$ cat config.mk
export PLATFORM = sky130hd
export DESIGN_NAME = muldiv_seq
export DESIGN_NICKNAME = d
export VERILOG_FILES = /design/src/rtl/muldiv_pkg.sv /design/src/rtl/muldiv_cnt.sv /design/src/rtl/muldiv_seq.sv
export SDC_FILE = /design/constraint.sdc
export NUM_CORES = 1
export LEC_CHECK = 0
export ABC_CLOCK_PERIOD_IN_PS = 2300
export BUFFER_PORTS_ARGS = -buffer_cell sky130_fd_sc_hd__clkbuf_2
export CORE_UTILIZATION = 41
export CTS_BUF_LIST = sky130_fd_sc_hd__clkbuf_16
export DETAILED_ROUTE_END_ITERATION = 6
export PLACE_DENSITY = 0.8
export SLEW_MARGIN = 20
export SYNTH_ARGS = -nofsm -noshare
export SYNTH_HDL_FRONTEND = slang
export SYNTH_SLANG_ARGS = --single-unit
$ cat constraint.sdc
create_clock -name clk -period 2.3 [get_ports clk]
set_clock_uncertainty 0.2 [all_clocks]
set_input_delay 0.23 -clock clk [delete_from_list [all_inputs] [get_ports clk]]
set_output_delay 0.23 -clock clk [all_outputs]
set_load 0.01 [all_outputs]
$ cat src/rtl/muldiv_pkg.sv
// Shared types and constants for the multiply/divide sequencer.
package muldiv_pkg;

    typedef enum logic [2:0] {
        ST_IDLE    = 3'd0,
        ST_MUL_RUN = 3'd1,
        ST_DIV_RUN = 3'd2,
        ST_WRITE   = 3'd3,
        ST_EXCPT   = 3'd4
    } state_t;

    localparam logic [1:0] OP_MULT = 2'b00;
    localparam logic [1:0] OP_DIV  = 2'b01;
    localparam logic [1:0] OP_DIVM = 2'b10;
    localparam logic [1:0] OP_RSVD = 2'b11;

    localparam int MULT_CYCLES_DEF = 33;
    localparam int DIV_TIMEOUT_DEF = 40;

    // Counter width large enough for both the mult latency and the div timeout.
    function automatic int cnt_width(input int mult_cycles, input int div_timeout);
        int max_v;
        if (mult_cycles > div_timeout) begin
            max_v = mult_cycles;
        end else begin
            max_v = div_timeout;
        end
        return $clog2(max_v + 1);
    endfunction

endpackage

$ cat src/rtl/muldiv_cnt.sv
// Loadable up/down counter shared by the mult latency count and div timeout.
// o_zero flags a count of zero, o_tc flags the terminal count TC.
module muldiv_cnt #(
    parameter int W  = 6,
    parameter int TC = 39
) (
    input  logic         clk,
    input  logic         reset,
    input  logic         i_load,
    input  logic [W-1:0] i_load_val,
    input  logic         i_en,
    input  logic         i_up,
    output logic         o_zero,
    output logic         o_tc
);

    logic [W-1:0] r_count;

    // Load wins over counting; direction chosen by i_up.
    always_ff @(posedge clk or posedge reset) begin
        if (reset) begin
            r_count <= {W{1'b0}};
        end else if (i_load) begin
            r_count <= i_load_val;
        end else if (i_en) begin
            if (i_up) begin
                r_count <= r_count + W'(1);
            end else begin
                r_count <= r_count - W'(1);
            end
        end
    end

    assign o_zero = (r_count == {W{1'b0}});
    assign o_tc   = (r_count == W'(TC));

endmodule

$ cat src/rtl/muldiv_seq.sv
// Sequencer for the multiply/divide units and Hi/Lo write-back.
// Optional feature: define MULDIV_ZERO_PRECHECK_EN to trap a zero divisor at
// accept time without starting the divider.
module muldiv_seq
    import muldiv_pkg::*;
#(
    parameter int MULT_CYCLES = MULT_CYCLES_DEF,
    parameter int DIV_TIMEOUT = DIV_TIMEOUT_DEF
) (
    input  logic        clk,
    input  logic        reset,
    input  logic        start,
    input  logic [1:0]  op,
    input  logic [31:0] divisor,
    input  logic        div_end,
    input  logic        DIVQ,
    output logic        mult_ctrl,
    output logic        div_ctrl,
    output logic        DIVASelect,
    output logic        DIVBSelect,
    output logic        MDSelect,
    output logic        HiCtrl,
    output logic        LoCtrl,
    output logic        busy,
    output logic        done,
    output logic        div_zero_excpt,
    output logic        md_timeout
);

    localparam int CNT_W = cnt_width(MULT_CYCLES, DIV_TIMEOUT);

    state_t r_state;
    logic   r_mult_ctrl;
    logic   r_div_ctrl;
    logic   r_sel_mdr;
    logic   r_sel_mult;
    logic   r_hilo_wr;
    logic   r_done;
    logic   r_zero;
    logic   r_tmo;

    logic             w_cnt_load;
    logic [CNT_W-1:0] w_cnt_load_val;
    logic             w_cnt_en;
    logic             w_cnt_up;
    logic             w_cnt_zero;
    logic             w_cnt_tc;
    logic             w_pre_zero;

`ifdef MULDIV_ZERO_PRECHECK_EN
    assign w_pre_zero = (divisor == 32'd0);
`else
    logic w_unused_divisor;
    assign w_unused_divisor = ^divisor;
    assign w_pre_zero       = 1'b0;
`endif

    // Counter control: load on any IDLE request, count down for mult, up for div.
    always_comb begin
        w_cnt_load = (r_state == ST_IDLE) && start;
        if (op == OP_MULT) begin
            w_cnt_load_val = CNT_W'(MULT_CYCLES - 1);
        end else begin
            w_cnt_load_val = {CNT_W{1'b0}};
        end
        w_cnt_en = (r_state == ST_MUL_RUN) || (r_state == ST_DIV_RUN);
        w_cnt_up = (r_state == ST_DIV_RUN);
    end

    muldiv_cnt #(
        .W  (CNT_W),
        .TC (DIV_TIMEOUT - 1)
    ) u_cnt (
        .clk        (clk),
        .reset      (reset),
        .i_load     (w_cnt_load),
        .i_load_val (w_cnt_load_val),
        .i_en       (w_cnt_en),
        .i_up       (w_cnt_up),
        .o_zero     (w_cnt_zero),
        .o_tc       (w_cnt_tc)
    );

    // Main FSM with registered pulse outputs and latched operand selects.
    always_ff @(posedge clk or posedge reset) begin
        if (reset) begin
            r_state     <= ST_IDLE;
            r_mult_ctrl <= 1'b0;
            r_div_ctrl  <= 1'b0;
            r_sel_mdr   <= 1'b0;
            r_sel_mult  <= 1'b0;
            r_hilo_wr   <= 1'b0;
            r_done      <= 1'b0;
            r_zero      <= 1'b0;
            r_tmo       <= 1'b0;
        end else begin
            r_mult_ctrl <= 1'b0;
            r_div_ctrl  <= 1'b0;
            r_hilo_wr   <= 1'b0;
            r_done      <= 1'b0;
            r_zero      <= 1'b0;
            r_tmo       <= 1'b0;
            case (r_state)
                ST_IDLE: begin
                    if (start) begin
                        case (op)
                            OP_MULT: begin
                                r_sel_mult  <= 1'b1;
                                r_sel_mdr   <= 1'b0;
                                r_mult_ctrl <= 1'b1;
                                r_state     <= ST_MUL_RUN;
                            end
                            OP_DIV, OP_DIVM: begin
                                r_sel_mult <= 1'b0;
                                r_sel_mdr  <= (op == OP_DIVM);
                                if (w_pre_zero) begin
                                    r_zero  <= 1'b1;
                                    r_done  <= 1'b1;
                                    r_state <= ST_EXCPT;
                                end else begin
                                    r_div_ctrl <= 1'b1;
                                    r_state    <= ST_DIV_RUN;
                                end
                            end
                            OP_RSVD: r_state <= ST_IDLE;
                            default: r_state <= ST_IDLE;
                        endcase
                    end else begin
                        r_state <= ST_IDLE;
                    end
                end
                ST_MUL_RUN: begin
                    if (w_cnt_zero) begin
                        r_hilo_wr <= 1'b1;
                        r_done    <= 1'b1;
                        r_state   <= ST_WRITE;
                    end
                end
                ST_DIV_RUN: begin
                    // The start-pulse cycle still sees the previous div_end.
                    if (!r_div_ctrl && div_end) begin
                        r_done <= 1'b1;
                        if (DIVQ) begin
                            r_zero  <= 1'b1;
                            r_state <= ST_EXCPT;
                        end else begin
                            r_hilo_wr <= 1'b1;
                            r_state   <= ST_WRITE;
                        end
                    end else if (w_cnt_tc) begin
                        r_tmo   <= 1'b1;
                        r_done  <= 1'b1;
                        r_state <= ST_EXCPT;
                    end
                end
                ST_WRITE: r_state <= ST_IDLE;
                ST_EXCPT: r_state <= ST_IDLE;
                default:  r_state <= ST_IDLE;
            endcase
        end
    end

    assign mult_ctrl      = r_mult_ctrl;
    assign div_ctrl       = r_div_ctrl;
    assign DIVASelect     = r_sel_mdr;
    assign DIVBSelect     = r_sel_mdr;
    assign MDSelect       = r_sel_mult;
    assign HiCtrl         = r_hilo_wr;
    assign LoCtrl         = r_hilo_wr;
    assign busy           = (r_state != ST_IDLE);
    assign done           = r_done;
    assign div_zero_excpt = r_zero;
    assign md_timeout     = r_tmo;

endmodule

==> metrics.md <==
| Metric | Value |
|---|---|
| Status | complete, no violations |
| Rows | 17 |
| Cells on worst reg2reg path | 7 |
| GRT Total Usage | a little under a fifth |
| Root Buffer | clkbuf_16 |
| Routed vias/inst | around 5.5 |
| Reg-to-Reg Start | r_state[0] |
| Crit path arrival time | 2.15 ns |
| Total CTS buffers | 3 |
| Die height | around 52 um |
| CP Data Required Time | 2.23 ns |
| Crit path capture type | register |
| Leading area contributor after synthesis | dfrtp_1 |
| Main synth FF type | dfrtp_1 |
| Met3 Use GR | 4.348% |
| Synth-to-Final Area Change | 26.15% |
| Crit path time final | 2.222 ns |
| Clk_lat worst skew | roughly 0.24 ns |
| Synth Net Count | 148 |
| Port bufs | 17 |
| EDFF count, synth | 0 |
| Largest net degree at the start of global routing | 18 |
| Synth Warn # | 0 |
| Power Dens Cells | 1586 mW/mm^2 |
| Remaining Overflow, GRT | 0 |
| Fin crit share | 96.60% |
| Hpwl dp | 1.627 mm |
| Leak | 0.6589 nW |
| Vias | 855 |
| Commonest cells post-synth | dfrtp_1 (17), ha_1 (8), inv_1 (8), nand2_1 (8), o21ai_0 (6) |
| Number of diodes | 0 |
| ANT nets after route | 0 |
| Routed Wire Length | 2.195 mm |
| Clock Sinks | 17 |
| Drt drc | 0 |
| Fin util | 56.75% |
| Starting Density | approximately 45% |
| Hold path cells | 2 |
| Top-area cell type share of the netlist area | 41.16% |
| Final Hold Viols | 0 |
| Vias in the first global route | 794 |
| Setup slack, reg-to-reg | 0.08 ns |
| Final Setup Violations | 0 |
| Critical path peak fanout | 7 |
| Worst setup path endpoint | u_cnt.r_count[5] |
| Max Fclk | 0.4501 GHz |
| Routability cong. | 0.8272 |
| Routed wire per std cell | 14.16 um |
| First DRT Iteration DRCs | 31 |
| # IOs | 50 |
| Met1 Use GR | around a quarter |
| Area contributors post-synth | dfrtp_1 (41%), ha_1 (9.7%), o21ai_0 (2.9%) |
| Pins Over Slew Limit | 0 |
| Mapped Area | around 0.0010 mm^2 |
| Least-Margin Pin Slew | 0.6493 ns |
| Core area | 0.002297 mm^2 |
| Critical path type | reg -> reg |
| Async SR Flop Fraction | 100.0% |
| Worst VDD drop | 788.4 uV |
| Layout cell share with drive strength beyond 1 | 33.07% |
| DRT Pass-1 Iters | 4 |
| Slew HR | 56.67% |
| Worst Setup SP | r_state[0] |
| Synthesis-stage register bit count | 17 |
| RSZ-0062 raised after global routing | yes |
| Die area | 0.002725 mm^2 |
| R2r endpoint | u_cnt.r_count[5] |
| Final nets | roughly 180 |
| Setup_tns | 0 ns |
| Max Root-Sink Buffers | 2 |
| CTS H-tree lvls | 1 |
| Unique cell type count in the Yosys netlist | 41 |
| Post-Syn Instances | 100 |
| M2 GR Usage | 30.13% |
| Initial antenna violation count | 0 |
| Die Wd | ~52 um |
| TritonCTS clock tree | built |
| Startpoint class of the critical path | register |
| Worst hold-check path type | in -> reg |
| Max cap viols | 0 |
| Sequential area share after synthesis | 41.16% |
| Grt peak-use layer | met2 |
| Final hold slack | 0.02715 ns |
| Count leader, synth | dfrtp_1 |
| Avg Cell Area, Syn | 10.33 um^2 |
| Reg clk slew, reported paths | 0.05 ns |
| First-pass GRT wire length | 3.629 mm |
==> flip-flops by register name (all words and copies together), names as in the netlist <==
register,cells
mult_ctrl,1
r_state,3
md_timeout,1
done,1
HiCtrl,1
DIVASelect,1
MDSelect,1
div_zero_excpt,1
div_ctrl,1
u_cnt.r_count,6
==> where the power goes <==
group | switching (mW) | internal [mW]
combinational | 0.602 | 0.608
sequential | 0.105 | 0.413
clock | 0.110 | 0.231
==> cells in the final DEF, fill, tap and decap left out, types with 3 or more instances in the layout <==
cell / netlist / routed
buf_4: 2 / 8
clkbuf_16: 0 / 3
clkbuf_2: 0 / 17
dfrtp_1: 17 / 17
ha_1: 8 / 7
inv_1: 8 / 9
nand2_1: 8 / 8
nor2_1: 4 / 4
nor2b_1: 3 / 3
nor3_1: 3 / 3
o21ai_0: 6 / 5
==> per-layer routing <==
metal,up-vias,part of all wire [%]
li1,414,-
met1,417,44
met2,22,51
met3,2,3.6
met4,0,0.64
met5,-,0
==> final cells by class <==
cell class	count	area, um^2
Clock inverter	1	3.754
Clock buffer	3	75.07
Multi-Input combinational cell	71	570.5
Sequential cell	17	425.4
Timing Repair Buffer	26	155.1
Inverter	9	38.79
Fill cell	185	993.5
Tap cell	28	35.03
==> worst min path at each step <==
stage / startpoint / to / slack, ns
finish: DIVQ / HiCtrl / 0.03
global route: DIVQ / HiCtrl / 0.03
CTS: DIVQ / HiCtrl / 0.03
detailed placement: reset / HiCtrl / 0.12
global placement: reset / HiCtrl / 0.12
floorplan: reset / DIVASelect / -0.04
==> through the flow <==
step / instances / setup slack [ns] / area, um^2 / power [mW]
floorplan: 100 / 0.04488 / 1046 / 1.338
global placement: 149 / -0.06803 / 1192 / 1.586
detailed placement: 149 / -0.1416 / 1192 / 1.658
CTS: 154 / 0.01552 / 1289 / 2.042
global route: 155 / -0.01412 / 1304 / 2.236
finish: 155 / 0.07817 / 1304 / 2.068
==> cells by family after synthesis <==
kind of cell               Yosys count  share of synthesized area (%)
AOI/OAI and AO/OA                   25                          18.64
xor gates and xnor gates             1                         0.8476
adders and majority gates            9                          11.62
buffers and inverters               12                          6.295
DFF                                 17                          41.16
muxes                                2                          2.179
and+or+nand+nor                     34                          19.25
==> worst max-delay path, cell delays in order, from the launching register on <==
cell	delay, ns
dfrtp_1	0.37
nand2b_4	0.14
or2_4	0.31
ha_1	0.35
and2_1	0.19
a221oi_2	0.26
a31o_1	0.19
o211ai_2	0.08
==> repair_timing <==
action,CTS,global route
pin swaps,0,3
hold buffers,1,0
endpoints found under the hold margin,17,0
setup endpoints to repair,2,2
setup buffers,0,1
gates resized for setup,2,2
(Power assumes the default switching activity.)
